<file path="src/rtl/rowunit_layer_sched_pkg.sv">
// Shared definitions for the row-unit layer read scheduler:
// FSM state encoding, default pipeline/gap constants, iteration width.
package rowunit_layer_sched_pkg;

  typedef enum logic [1:0] {
    ST_IDLE  = 2'd0,
    ST_ISSUE = 2'd1,
    ST_GAP   = 2'd2,
    ST_DONE  = 2'd3
  } sched_state_e;

  localparam int PIPESTAGES_DEF = 11;
  localparam int ITERBITS_DEF   = 4;

  // Idle cycles after a layer so the last LLR write-back retires first.
  function automatic int layer_gap(input int pipestages);
    return pipestages + 2;
  endfunction

  localparam int LAYERGAP_DEF = layer_gap(PIPESTAGES_DEF);

  // Counter width for a modulus, never below one bit.
  function automatic int cnt_width(input int modulus);
    return (modulus > 1) ? $clog2(modulus) : 1;
  endfunction

endpackage

</file>
<file path="src/rtl/mod_counter.sv">
// Modulo-N up counter with synchronous clear, count enable and a
// terminal-count flag; wraps to zero after MODULUS-1.
module mod_counter #(
  parameter int MODULUS = 2,
  parameter int WIDTH   = 1
) (
  input  logic             clk,
  input  logic             rst_n,
  input  logic             clr_i,
  input  logic             en_i,
  output logic [WIDTH-1:0] count_o,
  output logic             wrap_o
);

  localparam logic [WIDTH-1:0] LAST = WIDTH'(MODULUS - 1);

  logic [WIDTH-1:0] count_q;
  logic [WIDTH-1:0] count_d;

  assign wrap_o  = (count_q == LAST);
  assign count_o = count_q;

  // Next count: clear wins over enable; wrap at the terminal value.
  always_comb begin
    // NOTE: default assignment first so no path leaves count_d unassigned (no latch).
    count_d = count_q;
    if (clr_i) begin
      count_d = '0;
    end else if (en_i) begin
      count_d = wrap_o ? '0 : count_q + WIDTH'(1);
    end
  end

  // Count register.
  always_ff @(posedge clk or negedge rst_n) begin
    // NOTE: state registers use non-blocking assignments so all flops update together.
    if (!rst_n) begin
      count_q <= '0;
    end else begin
      count_q <= count_d;
    end
  end

endmodule

</file>
<file path="src/rtl/rowunit_layer_sched.sv">
// Row-unit layer read scheduler: issues ADDRDEPTH reads per layer for every
// layer of every iteration, with LAYERGAP idle cycles after each layer, and
// stops at the iteration limit or on early_stop at an iteration boundary.
module rowunit_layer_sched
  import rowunit_layer_sched_pkg::*;
#(
  parameter int LAYERS     = 2,
  parameter int ADDRWIDTH  = 5,
  parameter int ADDRDEPTH  = 20,
  parameter int PIPESTAGES = PIPESTAGES_DEF,
  parameter int LAYERGAP   = layer_gap(PIPESTAGES),
  parameter int ITERBITS   = ITERBITS_DEF,
  parameter int LAYERBITS  = 1
) (
  input  logic                 clk,
  input  logic                 rst,
  input  logic                 start,
  input  logic [ITERBITS-1:0]  max_iter,
  input  logic                 early_stop,
  output logic [LAYERBITS-1:0] rdlayer,
  output logic [ADDRWIDTH-1:0] rdaddress,
  output logic                 rden_LLR,
  output logic                 rden_E,
  output logic [ITERBITS-1:0]  iter_count,
  output logic                 busy,
  output logic                 done
);

  localparam int GAPW = cnt_width(LAYERGAP);

  sched_state_e         state_q;
  logic [ITERBITS-1:0]  iter_q;
  logic [ITERBITS-1:0]  limit_q;
  logic [ADDRWIDTH-1:0] rdaddress_q;
  logic                 rden_llr_q;
  logic                 rden_e_q;
  logic                 busy_q;
  logic                 done_q;

  logic [ADDRWIDTH-1:0] addr_cnt;
  logic [LAYERBITS-1:0] layer_cnt;
  logic [GAPW-1:0]      unused_gap_cnt;
  logic                 addr_last;
  logic                 layer_last;
  logic                 gap_last;

  logic accept;
  logic gap_en;
  logic iter_last;

  assign accept    = (state_q == ST_IDLE) && start;
  assign gap_en    = (state_q == ST_GAP);
  assign iter_last = (iter_q == (limit_q - ITERBITS'(1)));

  mod_counter #(.MODULUS(ADDRDEPTH), .WIDTH(ADDRWIDTH)) u_addr_cnt (
    .clk     (clk),
    .rst_n   (rst),
    .clr_i   (accept),
    .en_i    (state_q == ST_ISSUE),
    .count_o (addr_cnt),
    .wrap_o  (addr_last)
  );

  // Advances on the final gap cycle; wraps to layer 0 at an iteration boundary.
  mod_counter #(.MODULUS(LAYERS), .WIDTH(LAYERBITS)) u_layer_cnt (
    .clk     (clk),
    .rst_n   (rst),
    .clr_i   (accept),
    .en_i    (gap_en && gap_last),
    .count_o (layer_cnt),
    .wrap_o  (layer_last)
  );

  mod_counter #(.MODULUS(LAYERGAP), .WIDTH(GAPW)) u_gap_cnt (
    .clk     (clk),
    .rst_n   (rst),
    .clr_i   (accept),
    .en_i    (gap_en),
    .count_o (unused_gap_cnt),
    .wrap_o  (gap_last)
  );

  // Sequencer FSM; every output is registered here alongside the state.
  always_ff @(posedge clk or negedge rst) begin
    if (!rst) begin
      state_q     <= ST_IDLE;
      iter_q      <= '0;
      limit_q     <= '0;
      rdaddress_q <= '0;
      rden_llr_q  <= 1'b0;
      rden_e_q    <= 1'b0;
      busy_q      <= 1'b0;
      done_q      <= 1'b0;
    end else begin
      done_q <= 1'b0;
      case (state_q)
        ST_IDLE: begin
          if (start) begin
            state_q     <= ST_ISSUE;
            limit_q     <= (max_iter == '0) ? ITERBITS'(1) : max_iter;
            iter_q      <= '0;
            rdaddress_q <= '0;
            rden_llr_q  <= 1'b1;
            rden_e_q    <= 1'b0;
            busy_q      <= 1'b1;
          end
        end
        ST_ISSUE: begin
          if (addr_last) begin
            // Address output holds its last value through the gap.
            state_q    <= ST_GAP;
            rden_llr_q <= 1'b0;
            rden_e_q   <= 1'b0;
          end else begin
            rdaddress_q <= addr_cnt + ADDRWIDTH'(1);
          end
        end
        ST_GAP: begin
          if (gap_last) begin
            if (!layer_last) begin
              state_q     <= ST_ISSUE;
              rdaddress_q <= '0;
              rden_llr_q  <= 1'b1;
              rden_e_q    <= (iter_q != '0);
            end else if (early_stop || iter_last) begin
              state_q <= ST_DONE;
              busy_q  <= 1'b0;
              done_q  <= 1'b1;
            end else begin
              state_q     <= ST_ISSUE;
              iter_q      <= iter_q + ITERBITS'(1);
              rdaddress_q <= '0;
              rden_llr_q  <= 1'b1;
              rden_e_q    <= 1'b1;
            end
          end
        end
        ST_DONE: begin
          state_q <= ST_IDLE;
        end
        default: begin
          state_q <= ST_IDLE;
        end
      endcase
    end
  end

  assign rdlayer    = layer_cnt;
  assign rdaddress  = rdaddress_q;
  assign rden_LLR   = rden_llr_q;
  assign rden_E     = rden_e_q;
  assign iter_count = iter_q;
  assign busy       = busy_q;
  assign done       = done_q;

endmodule

</file>
<file path="config.mk">
export PLATFORM = sky130hd
export DESIGN_NAME = rowunit_layer_sched
export DESIGN_NICKNAME = d
export VERILOG_FILES = /design/src/rtl/rowunit_layer_sched_pkg.sv /design/src/rtl/mod_counter.sv /design/src/rtl/rowunit_layer_sched.sv
export SDC_FILE = /design/constraint.sdc
export NUM_CORES = 1
export LEC_CHECK = 0
export CAP_MARGIN = 20
export CORE_MARGIN = 4
export CORE_UTILIZATION = 47
export DETAILED_ROUTE_END_ITERATION = 8
export DONT_BUFFER_PORTS = 1
export SKIP_CTS_REPAIR_TIMING = 1
export SYNTH_ARGS = -nofsm -noshare
export SYNTH_HDL_FRONTEND = slang
export SYNTH_SLANG_ARGS = --single-unit
</file>
<file path="constraint.sdc">
create_clock -name clk -period 2.2 [get_ports clk]
set_input_delay 0.55 -clock clk [delete_from_list [all_inputs] [get_ports clk]]
set_output_delay 0.55 -clock clk [all_outputs]
set_load 0.03 [all_outputs]
</file>
==> results.json <==
{
  "crit_required_ns": 2.43,
  "clock-root-buffer": "clkbuf_4",
  "drive_above_1_share_pct": 12.2,
  "end_kind": "register",
  "placedCellCount": 198,
  "cp_top_family": "simple AND/OR/NAND/NOR gates",
  "syn_inst": 152,
  "min-delay-path-class": "primary input to register",
  "most-common-layout-cells": "dfrtp_1, nand2_1, o21ai_0",
  "cp_cell_sequence": "inv_1 -> ha_1 -> and3_1 -> nand3_1 -> or3_4 -> mux2_4",
  "die_w_um": 64.6,
  "synth.top_cell.area_share_pct": 48.1,
  "core_um2": 3050,
  "async_flop_share_pct": 100,
  "setup_violations": 0,
  "synth_edf_count": 0,
  "rows": 20,
  "gr-usage-met2_pct": 25.5,
  "worst-slew-pin-transition_ns": 0.492,
  "final_nets": 177,
  "max_cap_violations": 0,
  "grt_pass1_vias": 1088,
  "antenna_found_initial": 0,
  "clk_latency_ns": 0.33,
  "track_usage_pct": 16.8,
  "finalWeightedCongestion": 0.860,
  "cts_buffers": 5,
  "synth_area_leaders": "dfrtp_1, o21ai_0, nand2_1",
  "final_common_cell": "dfrtp_1",
  "n_antenna_cell": 0,
  "r2r_start": "u_gap_cnt.count_o[0]$_DFFE_PN0P_",
  "synth_ff_type": "dfrtp_1",
  "max_slew_margin_pct": 67.2,
  "antenna_left": 0,
  "grt_max_degree": 30,
  "wl_per_cell_um": 14.6,
  "port_buffers": 0,
  "area_growth_pct": 14.1,
  "worstPathMaxFanout": 5,
  "clk_pin_slew_worst_paths_ns": 0.10,
  "timing.final.crit_period_ns": 2.00,
  "tritoncts": "built",
  "met1_usage_pct": 22.1,
  "grt_overflow_total": 0,
  "crit_path_start": "u_gap_cnt.count_o[0]$_DFFE_PN0P_",
  "critPathMaxStageDelay_ns": 0.44,
  "drc_errors": 0,
  "yosys_warnings": 0,
  "synth.avg_cell_area_um2": 9.92,
  "dieArea_um2": 4180,
  "use_met3_pct": 6.07,
  "wl_um": 3040,
  "report.final.slew_viol_count": 0,
  "final.setup.tns_ns": 0,
  "num_vias": 1075,
  "ios": 22,
  "skew_ns": 0.00981,
  "synth_area_um2": 1510,
  "max_freq_ghz": 0.500,
  "syn_nets": 166,
  "htree_levels": 2,
  "first_pass_iters": 4,
  "power_density_nw_per_um2": 1180,
  "clkSinkCount": 29,
  "critPathSlowestCell": "dfrtp_1",
  "power_leakage_nw": 0.808,
  "ys_types": 36,
  "final_cells": 208,
  "yosys.area.top_type": "dfrtp_1",
  "start_util_pct": 49.4,
  "hold_start": "max_iter[2]",
  "dpl-instance-area_um2": 1590,
  "arrival_ns": 2.23,
  "hpwl_um": 2260,
  "hold_viol_final": 0,
  "path_buf_inv": 1,
  "grt_pass1_wl_um": 5310,
  "ys_ff_latch": 29,
  "fin_crit_sh_pct": 91.0,
  "finalInstanceArea_um2": 1720,
  "multi_input_area_um2": 739,
  "irDropWorstVdd_uv": 750,
  "fillerInstances": 287,
  "grt_setup_unrepaired": "false",
  "clk_path_buf_depth": 2,
  "outcome": "finished clean",
  "grt_busiest_layer": "met2",
  "die_h_um": 64.6,
  "setup.worst_path.class": "register to register",
  "final_util_pct": 56.4,
  "ys_seq_area_share_pct": 48.1,
  "start_kind": "register",
  "avgViaCountPerCell": 5.17,
  "regArea_um2": 726,
  "first_iter_violations": 46
}
[flip-flops by register name, indices dropped and copies added, names as in the netlist]
register             flops
rdaddress                5
busy                     1
rden_E                   1
u_addr_cnt.count_o       5
u_layer_cnt.count_o      1
u_gap_cnt.count_o        4
state_q                  2
iter_count               4
done                     1
limit_q                  4
rden_LLR                 1
[per-stage QoR]
step / hold WS [ns] / power, W / worst slack [ns]
after floorplan: 0.254 / 0.00135 / 0.321
after global placement: 0.255 / 0.00146 / 0.286
after detailed placement: 0.255 / 0.00148 / 0.239
after CTS: -0.126 / 0.00204 / 0.221
after global routing: 0.314 / 0.00218 / 0.108
final: 0.326 / 0.00203 / 0.199
[routing by layer]
layer	wire [um]	up-vias
met5	0	-
met4	41	0
met3	153	5
met2	1330	21
met1	1510	494
li1	-	555
[power breakdown]
part | internal [W] | total, W | switching [W]
clock network | 0.000352 | 0.000549 | 0.000197
registers | 0.000675 | 0.000902 | 0.000227
logic | 0.000274 | 0.000576 | 0.000303
total | 0.00130 | 0.00203 | 0.000727
[synth_stat cells, types with 2 or more instances]
master,instances
dfrtp_1,29
nand2_1,21
o21ai_0,17
inv_1,8
nand2b_1,7
nor2_1,7
ha_1,6
nand3_1,6
a21o_1,5
xor2_1,5
nor3_1,4
a22o_1,3
o31ai_1,3
a211oi_1,2
and2_1,2
and3_1,2
clkbuf_1,2
mux2i_1,2
nor4b_1,2
o21bai_1,2
xnor2_1,2
[cell families (layout without fill, tap and decap cells)]
family,Yosys count,in the layout,share of synthesized area [%]
flip-flops,29,29,48.1
XOR/XNOR,8,8,5.56
adder cells (fa/ha/maj),6,6,4.98
AO/OA/AOI/OAI,36,36,15.7
multiplexers,3,3,2.32
AND/OR/NAND/NOR,59,59,20.5
buffers and inverters,11,23,2.82
[layout make-up]
cell class | count | share of cell area, %
multi-input combinational | 112 | 43.0
timing repair buffer | 7 | 3.93
inverter | 8 | 1.75
clock inverter | 3 | 3.78
clock buffer | 5 | 2.18
sequential | 29 | 42.2
tap | 44 | 3.20
[final timing paths]
check | end | slack (ns) | depth (start not counted)
setup / recovery | iter_count[1]$_DFFE_PN0P_ | 0.20 | 6
hold / removal | limit_q[2]$_DFFE_PN0P_ | 0.33 | 2
setup reg to reg | iter_count[1]$_DFFE_PN0P_ | 0.20 | 6
hold reg to reg | limit_q[3]$_DFFE_PN0P_ | 0.53 | 2
max in group asynchronous | iter_count[2]$_DFFE_PN0P_ | 1.39 | 2
min in group asynchronous | u_gap_cnt.count_o[2]$_DFFE_PN0P_ | 0.64 | 2
Note: power is estimated with default switching activity, not from simulation.
